<file path="src/rtl/sim_reset_seq.sv">
// sim_reset_seq: staged reset sequencer; holds all domain resets, then releases them lowest index first.
// Optional feature: define RST_SEQ_ACK_EN to add ack_i, gating each later release on the previous domain's ack.
module sim_reset_seq #(
    parameter int NUM_STAGES  = 3,
    parameter int HOLD_CYCLES = 16,
    parameter int STAGE_GAP   = 4,
    parameter int CNT_W       = 16
) (
    input  logic                  clk_i,
    input  logic                  rst_i,
    input  logic                  req_i,
`ifdef RST_SEQ_ACK_EN
    input  logic [NUM_STAGES-1:0] ack_i,
`endif
    output logic [NUM_STAGES-1:0] stage_rst_o,
    output logic                  busy_o,
    output logic                  done_o,
    output logic [7:0]            seq_count_o
);

    localparam logic [1:0] ST_ASSERT  = 2'd0;
    localparam logic [1:0] ST_RELEASE = 2'd1;
    localparam logic [1:0] ST_RUN     = 2'd2;

    localparam int IDX_W = (NUM_STAGES > 1) ? $clog2(NUM_STAGES) : 1;
    localparam logic [CNT_W-1:0] HOLD_LAST = CNT_W'(HOLD_CYCLES - 1);
    localparam logic [CNT_W-1:0] GAP_LAST  = CNT_W'(STAGE_GAP - 1);
    localparam logic [IDX_W-1:0] IDX_LAST  = IDX_W'(NUM_STAGES - 1);

    logic [1:0]            state_q, state_d;
    logic [CNT_W-1:0]      cnt_q, cnt_d;
    logic [IDX_W-1:0]      idx_q, idx_d;
    logic [NUM_STAGES-1:0] stage_q, stage_d;
    logic                  busy_q;
    logic                  done_q, done_d;
    logic [7:0]            count_q, count_d;
    logic                  ack_ok;
    logic [7:0]            count_inc;

`ifdef RST_SEQ_ACK_EN
    // idx_q names the stage about to release; it waits on the ack of the stage before it
    assign ack_ok = ack_i[idx_q - 1'b1];
`else
    assign ack_ok = 1'b1;
`endif

    assign count_inc = (count_q == 8'hFF) ? count_q : count_q + 8'd1;

    // Next-state: hold, staged release, idle; a request always restarts from a full hold
    always_comb begin
        state_d = state_q;
        cnt_d   = cnt_q;
        idx_d   = idx_q;
        stage_d = stage_q;
        done_d  = 1'b0;
        count_d = count_q;
        if (state_q == ST_ASSERT) begin
            if (req_i) begin
                cnt_d = '0;
            end else if (cnt_q == HOLD_LAST) begin
                stage_d[0] = 1'b0;
                cnt_d      = '0;
                idx_d      = IDX_W'(1);
                if (NUM_STAGES == 1) begin
                    state_d = ST_RUN;
                    done_d  = 1'b1;
                    count_d = count_inc;
                end else begin
                    state_d = ST_RELEASE;
                end
            end else begin
                cnt_d = cnt_q + 1'b1;
            end
        end else if (state_q == ST_RELEASE) begin
            if (req_i) begin
                state_d = ST_ASSERT;
                stage_d = '1;
                cnt_d   = '0;
                idx_d   = '0;
            end else if (cnt_q == GAP_LAST) begin
                if (ack_ok) begin
                    stage_d[idx_q] = 1'b0;
                    cnt_d          = '0;
                    idx_d          = idx_q + 1'b1;
                    if (idx_q == IDX_LAST) begin
                        state_d = ST_RUN;
                        done_d  = 1'b1;
                        count_d = count_inc;
                    end
                end
            end else begin
                cnt_d = cnt_q + 1'b1;
            end
        end else if (state_q == ST_RUN) begin
            stage_d = '0;
            if (req_i) begin
                state_d = ST_ASSERT;
                stage_d = '1;
                cnt_d   = '0;
                idx_d   = '0;
            end
        end else begin
            state_d = ST_ASSERT;
            stage_d = '1;
            cnt_d   = '0;
            idx_d   = '0;
        end
    end

    // State registers; busy is registered from the same next value as the stage resets
    always_ff @(posedge clk_i) begin
        if (rst_i) begin
            state_q <= ST_ASSERT;
            cnt_q   <= '0;
            idx_q   <= '0;
            stage_q <= '1;
            busy_q  <= 1'b1;
            done_q  <= 1'b0;
            count_q <= '0;
        end else begin
            state_q <= state_d;
            cnt_q   <= cnt_d;
            idx_q   <= idx_d;
            stage_q <= stage_d;
            busy_q  <= |stage_d;
            done_q  <= done_d;
            count_q <= count_d;
        end
    end

    assign stage_rst_o = stage_q;
    assign busy_o      = busy_q;
    assign done_o      = done_q;
    assign seq_count_o = count_q;

endmodule

</file>
<file path="config.mk">
export PLATFORM = sky130hd
export DESIGN_NAME = sim_reset_seq
export DESIGN_NICKNAME = d
export VERILOG_FILES = /design/src/rtl/sim_reset_seq.sv
export SDC_FILE = /design/constraint.sdc
export NUM_CORES = 1
export LEC_CHECK = 0
export ABC_AREA = 1
export BUFFER_PORTS_ARGS = -buffer_cell sky130_fd_sc_hd__buf_2
export CORE_MARGIN = 5
export CORE_UTILIZATION = 55
export CTS_BUF_LIST = sky130_fd_sc_hd__clkbuf_2 sky130_fd_sc_hd__clkbuf_4 sky130_fd_sc_hd__clkbuf_8
export DETAILED_ROUTE_END_ITERATION = 6
export HOLD_SLACK_MARGIN = 0.03
export PLACE_DENSITY = 0.74
export SLEW_MARGIN = 25
export SYNTH_ARGS = -nofsm -noshare
export SYNTH_HDL_FRONTEND = slang
export SYNTH_SLANG_ARGS = --single-unit
</file>
<file path="constraint.sdc">
create_clock -name clk_i -period 1.7 [get_ports clk_i]
set_input_delay 0.34 -clock clk_i [delete_from_list [all_inputs] [get_ports clk_i]]
set_output_delay 0.34 -clock clk_i [all_outputs]
set_load 0.01 [all_outputs]
</file>
==> reports/results.ini, run 1 <==
[clock_network]
cts_sinks=33
numCtsBuffers=5
holdBufCountCts=0
h-tree-depth=2
cts_root_buf=clkbuf_4
cts_tree=yes
clock_latency_ps=340
post_cts_buffers=0
clk_pin_slew_ps=100
clk_path_buf_depth=2

[worst_setup_path]
arrival_ps=1860
worstPathMaxFanout=5
startpoint_type=register
crit_type=register to register
rr_startpoint=cnt_q[1]
critical_path_required_ps=1980
critical_path.startpoint=cnt_q[1]
critPathCaptureType=register

[route]
ant_nets=0
drc=0
highest_layer=met4
wl_met1_mm=1.756
wl_met2_mm=1.650
wl_per_cell_um=10.66
first_pass_iters=4
drtIter0Drc=80
met3WireLength_um=144
viasPerCell=4.831
routed_wirelength_mm=3.602
vias=1633

[power]
total_power_uw=1327
pwr-share-seq_pct=58.7
combPwrFrac_pct=3.3
p_sw_share_pct=22.45
pwr-share-clk_pct=38.0
powerDensity_nw_per_um2=636.7
leakagePower_uw=0.0009906
switching_power_uw=298.0
peakVddDrop_uv=576.0
cell_internal_pwr_uw=1029

[floorplan]
die_area_um2=4558
die_h_um=67.51
ios=16
start_util_pct=58.63
die_w_um=67.51
rows=20
core_region_area_um2=3103

[timing]
max_freq_mhz=635.1
post-route-period-util_pct=92.63
setup_viol=0
skew_ps=10.87
fin_crit_ps=1575
rsz0062_at_grt=yes
hold_violations=0
relSlewSlack_pct=63.85
drv_slew=0
worstMarginPinSlew_ps=541.6
setup_slack_ps=125.3

[yosys]
syn_area_per_cell_um2=6.839
synth.top_cell.area_share_pct=36.31
synth-seq-cells=33
ys_top_cells_by_area=dfxtp_1 (36%), nand2_1 (14%), nor2_1 (8.5%), inv_1 (7.4%), nand3_1 (6.6%)
syn_area_um2=1819
syn_nets=274
synth_seq_area_share_pct=36.31
synthCells=266
ys_types=28
synth_warnings=0
yosysTopAreaCell=dfxtp_1

[global_route]
track_usage_pct=18.44
antenna_found_initial=0
grt_pass1_wl_mm=6.430
grt_max_degree=17
grt.overflow.total=0
grt_pass1_vias=1489

[cells_and_area]
nets=301
layout_common_cells=nand2_1 (68), nor2_1 (41), inv_1 (36), dfxtp_1 (31), nand3_1 (23)
final_layout_size_suffix_gt1_share_pct=17.35
antenna_cells=0
area_delta_synth_final_pct=14.58
layout_commonest_cell=nand2_1

[placed_design]
pre_cts_ws_ps=80.56
portBuffers=15
place.gp.congestion=0.8148
dpl.hpwl_mm=2.650

[worst_hold_path]
hp-start=rst_i
hp-class=primary input to register

[run]
cap_violations=0

[outcome]
status=finished clean

per-layer routing:
metal,vias to the layer above,track usage [%]
met5,-,0
met4,0,7.595
met3,5,4.160
met2,22,29.65
met1,720,23.69
li1,886,-
worst max-delay path: stages, from the launching register on:
cell and delay (ps):
dfxtp_1 370, ha_1 200, nand2_1 100, nor2_4 150, nand2_4 110, a21oi_4 180, buf_4 140, and2_1 130
nor2_1 40, nor2_1 80
what timing repair did:
item                       4_1_cts  5_1_grt
setup endpoints to repair        0       21
gates resized for setup          0        8
hold endpoints to repair         0        0
state kept, by name (all words and copies together), names as in the netlist:
register / flops
busy_o: 1
cnt_q: 16
done_o: 1
idx_q: 2
seq_count_o: 8
stage_rst_o: 3
state_q: 2
final timing paths:
check | slack (ps) | to | cells past startpoint
max reg2reg | 130 | idx_q[1] | 9
min | 390 | seq_count_o[2] | 3
min reg2reg | 500 | cnt_q[1] | 2
max | 130 | idx_q[1] | 9
cell families after synthesis:
family | synth area share (%)
and+or+nand+nor | 38.65
adders and majority gates | 3.439
xor gates and xnor gates | 5.296
AOI/OAI and AO/OA | 6.740
buffers and inverters | 9.560
DFF | 36.31
power by group through the flow:
stage | combinational (µW) | clock [µW] | sequential, µW
CTS | 42.0 | 514 | 779
global placement | 41.0 | 0 | 796
finish | 44.0 | 504 | 779
floorplan | 31.4 | 0 | 796
detailed placement | 42.2 | 0 | 797
global route | 50.3 | 551 | 780
synth_stat cells:
cell / count
clkbuf_1: 2
ha_1: 5
o21ai_2: 1
nand2_1: 70
and2_1: 1
nor2_8: 1
buf_6: 2
nor3_1: 5
nand4_1: 3
a211oi_1: 1
o21bai_1: 1
xnor2_1: 3
a21oi_2: 1
nor2_4: 2
a21oi_1: 15
nand3_4: 1
nand2_4: 1
nor2_2: 2
nor2_1: 41
nand3_2: 1
xor2_1: 8
nand2_2: 1
clkinv_4: 1
dfxtp_1: 33
nor3_4: 1
nand3_1: 24
inv_1: 36
o21ai_0: 3
final cells by class:
cell class                      count  area (µm²)
Fill cell                         285        1018
Multi-Input combinational cell    192        1010
Sequential cell                    33       663.1
Inverter                           37       143.9
Timing Repair Buffer               24       142.6
Clock buffer                        7       65.06
Tap cell                           44       55.05
Clock inverter                      1       5.005
stage by stage:
step / hold slack, ps / instances / TNS, ps / cell area (µm²) / util, %
floorplan: 455.5 / 266 / 0 / 1819 / -
global placement: 486.2 / 330 / 0 / 1987 / 64.03
detailed placement: 485.9 / 330 / 0 / 1987 / 64.03
CTS: 371.9 / 338 / 0 / 2057 / 66.29
global route: 384.1 / 338 / -31.14 / 2085 / 67.18
finish: 385.5 / 338 / 0 / 2085 / 67.18
(Power assumes the default switching activity.)
==> run 2, diff against run 1 <==
--- a/config.mk
+++ b/config.mk
@@ -12,7 +12,7 @@
 export CTS_BUF_LIST = sky130_fd_sc_hd__clkbuf_2 sky130_fd_sc_hd__clkbuf_4 sky130_fd_sc_hd__clkbuf_8
 export DETAILED_ROUTE_END_ITERATION = 6
 export HOLD_SLACK_MARGIN = 0.03
-export PLACE_DENSITY = 0.74
+export PLACE_DENSITY = 0.77
 export SLEW_MARGIN = 25
 export SYNTH_ARGS = -nofsm -noshare
 export SYNTH_HDL_FRONTEND = slang
==> constraint.sdc (replaced) <==
create_clock -name clk_i -period 1.38 [get_ports clk_i]
set_input_delay 0.276 -clock clk_i [delete_from_list [all_inputs] [get_ports clk_i]]
set_output_delay 0.276 -clock clk_i [all_outputs]
set_load 0.01 [all_outputs]
==> run 2 against run 1 <==
Effect of this change: sequential share of layout area shrank 6.8 points; clock power grew 85%; power grew 50%; flip-flop and latch count is the same; fmax grew 0.50%; final cell count grew 13%; register-to-register slack lost 310 ps; via count grew 33%; the run now ends with setup timing left; non-clock buffer count grew 42; combinational power grew 110%; sequential power grew 23%.
==> reports/results.ini, run 2 (synthesized netlist as in run 1, its figures left out) <==
[outcome]
status=complete, but fails checks
failed_checks=setup timing

[worst_setup_path]
path_cells=ha_4 -> nand2_2 -> nor2_4 -> nand2_4 -> a21oi_4 -> buf_6 -> nand2_8 -> nand3_1 -> nor2_1
worstPathMaxFanout=6
arrival_ps=1810
critPathCaptureType=register
crit_type=register to register
slowest_delay_ps=380
r2r_setup_slack_ps=-190
startpoint_type=register
slowest_stage=dfxtp_2
critical_path_required_ps=1630

[cells_and_area]
largest_reg_flops=16
antenna_cells=0
layout_commonest_cell=nand2_1
layout_common_cells=nand2_1 (51), buf_4 (46), inv_1 (34), nor2_1 (32), dfxtp_1 (20)
multiInputGateArea_um2=1245
final_area_um2=2709
regArea_um2=676.9
regMostFlops=cnt_q
fillers=179
nets=346
area_delta_synth_final_pct=48.90
final_layout_size_suffix_gt1_share_pct=44.54

[timing]
max_freq_mhz=638.2
setup_viol=32
rsz0062_at_grt=yes
skew_ps=10.65
worstMarginPinSlew_ps=598.5
relSlewSlack_pct=60.06
hold_violations=0
fin_crit_ps=1567
post-route-period-util_pct=113.5
setup_slack_ps=-186.9
drv_slew=0

[global_route]
grt.overflow.total=0
antenna_found_initial=0
track_usage_pct=24.63
grt_pass1_vias=1899
grt_pass1_wl_mm=8.314
grt_max_degree=15

[placed_design]
place_area_um2=2272
portBuffers=15
place.gp.congestion=0.8044
pre_cts_ws_ps=-110.1
dpl.hpwl_mm=3.140

[floorplan]
core_region_area_um2=3103
die_h_um=67.51
ios=16
start_util_pct=58.63
die_area_um2=4558
rows=20
die_w_um=67.51

[clock_network]
clock_latency_ps=350
cts_sinks=33
h-tree-depth=2
clk_path_buf_depth=2
cts_root_buf=clkbuf_4
numCtsBuffers=5
clk_pin_slew_ps=120
cts_tree=yes

[worst_hold_path]
hp-class=primary input to register

[route]
vias=2167
drc=0
drtIter0Drc=209
viasPerCell=5.658
wl_per_cell_um=17.10
ant_nets=0
routed_wirelength_mm=6.550
first_pass_iters=5

[power]
peakVddDrop_uv=917.5
powerDensity_nw_per_um2=733.6
total_power_uw=1987
leakagePower_uw=0.001299

[run]
cap_violations=0

[run 2: final cells by class]
type / count / share of cell area [%]
Clock buffer: 5 / 1.386
Clock inverter: 3 / 2.402
Timing Repair inverter: 1 / 0.3233
Timing Repair Buffer: 66 / 17.60
Tap cell: 44 / 2.032
Sequential cell: 33 / 24.99
Inverter: 37 / 5.312
Multi-Input combinational cell: 194 / 45.96
[run 2: timing repair]
item | in CTS | in global routing
resized for setup | 25 | 50
setup buffers | 4 | 3
hold buffers | 0 | 0
hold endpoints to repair | 0 | 0
pin swaps | 12 | 18
endpoints found under the setup margin | 28 | 33
cloned | 3 | 0
[run 2: worst paths after layout]
kind,from,endpoint,cells after the start
setup / recovery,cnt_q[1],cnt_q[15],9
hold / removal,rst_i,seq_count_o[5],3
setup reg to reg,cnt_q[1],cnt_q[15],9
hold reg to reg,idx_q[1],idx_q[1],2
[run 2: power by group]
part           switching (µW)  internal [µW]  leakage, µW
Combinational            60.0           34.3     0.000972
Sequential               4.50            957     0.000273
Clock                     371            561    0.0000552
[run 2: layer usage]
| metal | share of wire (%) | wire [µm] | GRT usage [%] |
|---|---|---|---|
| met1 | 38 | 2474 | 27.14 |
| met4 | 6.3 | 415 | 10.89 |
| met3 | 6.7 | 436 | 5.158 |
| met5 | 0 | 0 | 0 |
| met2 | 49 | 3223 | 44.84 |
[run 2: worst max-delay path: cells and delay by family, from the launching register on]
kind                     cells  cell delay, ps
AO/OA/AOI/OAI                1             200
buffers and inverters        1             150
flip-flops                   1             380
adder cells (fa/ha/maj)      1             160
AND/OR/NAND/NOR              6             580
[run 2: stage by stage]
| stage | instances | hold slack (ps) | TNS, ps | util [%] |
|---|---|---|---|---|
| after global routing | 383 | 335.4 | -6078 | 87.30 |
| after floorplan | 266 | 391.5 | 0 | - |
| final | 383 | 325.9 | -3914 | 87.30 |
| after detailed placement | 365 | 502.8 | -1156 | 73.23 |
| after CTS | 380 | 307.0 | -1282 | 81.05 |
| after global placement | 365 | 485.3 | -487.6 | 73.23 |
==> run 3, diff against run 2 <==
--- a/config.mk
+++ b/config.mk
@@ -13,6 +13,7 @@
 export DETAILED_ROUTE_END_ITERATION = 6
 export HOLD_SLACK_MARGIN = 0.03
 export PLACE_DENSITY = 0.77
+export RECOVER_POWER = 100
 export SLEW_MARGIN = 25
 export SYNTH_ARGS = -nofsm -noshare
 export SYNTH_HDL_FRONTEND = slang
==> run 3 against run 2 <==
Effect of this change: the flow still finishes with violations (setup timing); routed wire length shrank 0.23%; via count grew 0.51%; flip-flop and latch count is the same; critical path type unchanged; largest power group unchanged.
==> reports/results.ini, run 3 (synthesized netlist as in run 1, its figures left out) <==
[timing]
post-route-period-util_pct=114.0
rsz0062_at_grt=yes
setup_slack_ps=-193.6
hold_violations=0
max_freq_mhz=635.5
drv_slew=0
skew_ps=10.62
setup_viol=32
fin_crit_ps=1574
worstMarginPinSlew_ps=585.4
relSlewSlack_pct=60.93

[cells_and_area]
layout_commonest_cell=nand2_1
largest_reg_flops=16
nets=346
final_layout_size_suffix_gt1_share_pct=41.59
final_area_um2=2694
antenna_cells=0
area_delta_synth_final_pct=48.07
finish.utilization_pct=86.81
layout_common_cells=nand2_1 (51), buf_4 (45), inv_1 (34), nor2_1 (32), dfxtp_1 (21)
fillers=189
regMostFlops=cnt_q

[worst_setup_path]
crit_type=register to register
critical_path_required_ps=1630
path_cells=ha_4 -> nand2_2 -> nor2_4 -> nand2_4 -> a21oi_4 -> buf_6 -> nand2_8 -> nand3_1 -> nor2_1
critPathCaptureType=register
worstPathMaxFanout=6
startpoint_type=register
slowest_stage=dfxtp_2
slowest_delay_ps=380
arrival_ps=1820
cp.buffers_inverters=1
crit_family=simple AND/OR/NAND/NOR gates

[power]
pwr-share-clk_pct=46.9
combPwrFrac_pct=4.7
switching_power_uw=434.3
pwr-share-seq_pct=48.4
leakagePower_uw=0.001272
peakVddDrop_uv=917.6
p_sw_share_pct=21.87
powerDensity_nw_per_um2=737.2
cell_internal_pwr_uw=1552

[clock_network]
numCtsBuffers=5
clock_latency_ps=350
h-tree-depth=2
clk_path_buf_depth=2
clk_pin_slew_ps=120
cts_tree=yes
cts_sinks=33
holdBufCountCts=0
cts_root_buf=clkbuf_4

[route]
ant_nets=0
drtIter0Drc=243
first_pass_iters=5
viasPerCell=5.687
wl_per_cell_um=17.06
routed_wirelength_mm=6.535
vias=2178
drc=0

[floorplan]
ios=16
die_area_um2=4558
die_w_um=67.51
start_util_pct=58.63
die_h_um=67.51
core_region_area_um2=3103
rows=20

[global_route]
grt_max_degree=15
grt_pass1_wl_mm=8.314
antenna_found_initial=0
track_usage_pct=24.63
grt.overflow.total=0
grt_pass1_vias=1899

[run]
cap_violations=0

[worst_hold_path]
hp-class=primary input to register

[placed_design]
dpl.hpwl_mm=3.140
place.gp.congestion=0.8044
portBuffers=15
pre_cts_ws_ps=-110.1
place_area_um2=2272

[outcome]
failed_checks=setup timing
status=complete, but fails checks

==> run 3: cell types whose count changed in the layout (fill, tap and decap cells not counted), sizes merged <==
cell and change:
buf -9, clkbuf +9
==> run 3: final cells by class <==
cell class              instances  area, µm²  area share (%)
well taps                      44      55.05           2.044
flip-flops and latches         33      675.6           25.08
clock buffers                   5      37.54           1.393
clock inverters                 3      65.06           2.415
repair buffers                 66      462.9           17.19
repair inverters                1      8.758          0.3251
inverters                      37      143.9           5.341
multi-input cells             194       1245           46.21
==> run 3: power groups by stage <==
stage / sequential (µW) / clock (µW) / combinational [µW]
floorplan: 981 / 0 / 39.0
global placement: 981 / 0 / 66.1
detailed placement: 981 / 0 / 68.7
CTS: 961 / 914 / 77.9
global route: 962 / 970 / 101
finish: 961 / 931 / 93.7
==> run 3: what timing repair did <==
| item | 4_1_cts | 5_1_grt |
|---|---|---|
| setup endpoints to repair | 28 | 33 |
| cloned | 3 | 0 |
| setup buffers | 4 | 3 |
| gates resized for setup | 25 | 50 |
| pin swaps | 12 | 18 |
==> run 3: routing by layer <==
metal	wire [µm]	global-route usage (%)
met1	2449	27.14
met3	447	5.158
met5	0	0
met2	3181	44.84
met4	456	10.89
==> run 3: final timing paths <==
kind	from	endpoint	slack (ps)	cells past startpoint
setup / recovery	cnt_q[1]	cnt_q[15]	-190	9
hold / removal	rst_i	seq_count_o[5]	320	3
setup reg to reg	cnt_q[1]	cnt_q[15]	-190	9
hold reg to reg	idx_q[1]	idx_q[1]	560	2
==> run 3: stage by stage <==
stage,power [µW],setup TNS [ps],cells,hold WS (ps)
floorplan,1020,0,266,391.5
global placement,1047,-487.6,365,485.3
detailed placement,1050,-1156,365,502.8
CTS,1953,-1282,380,307.0
global route,2033,-6079,383,335.4
finish,1986,-3982,383,324.2
==> run 3: tightest hold or removal path, cell delays in order <==
cell     delay, ps
buf_2           90
buf_4          230
a21oi_2         40
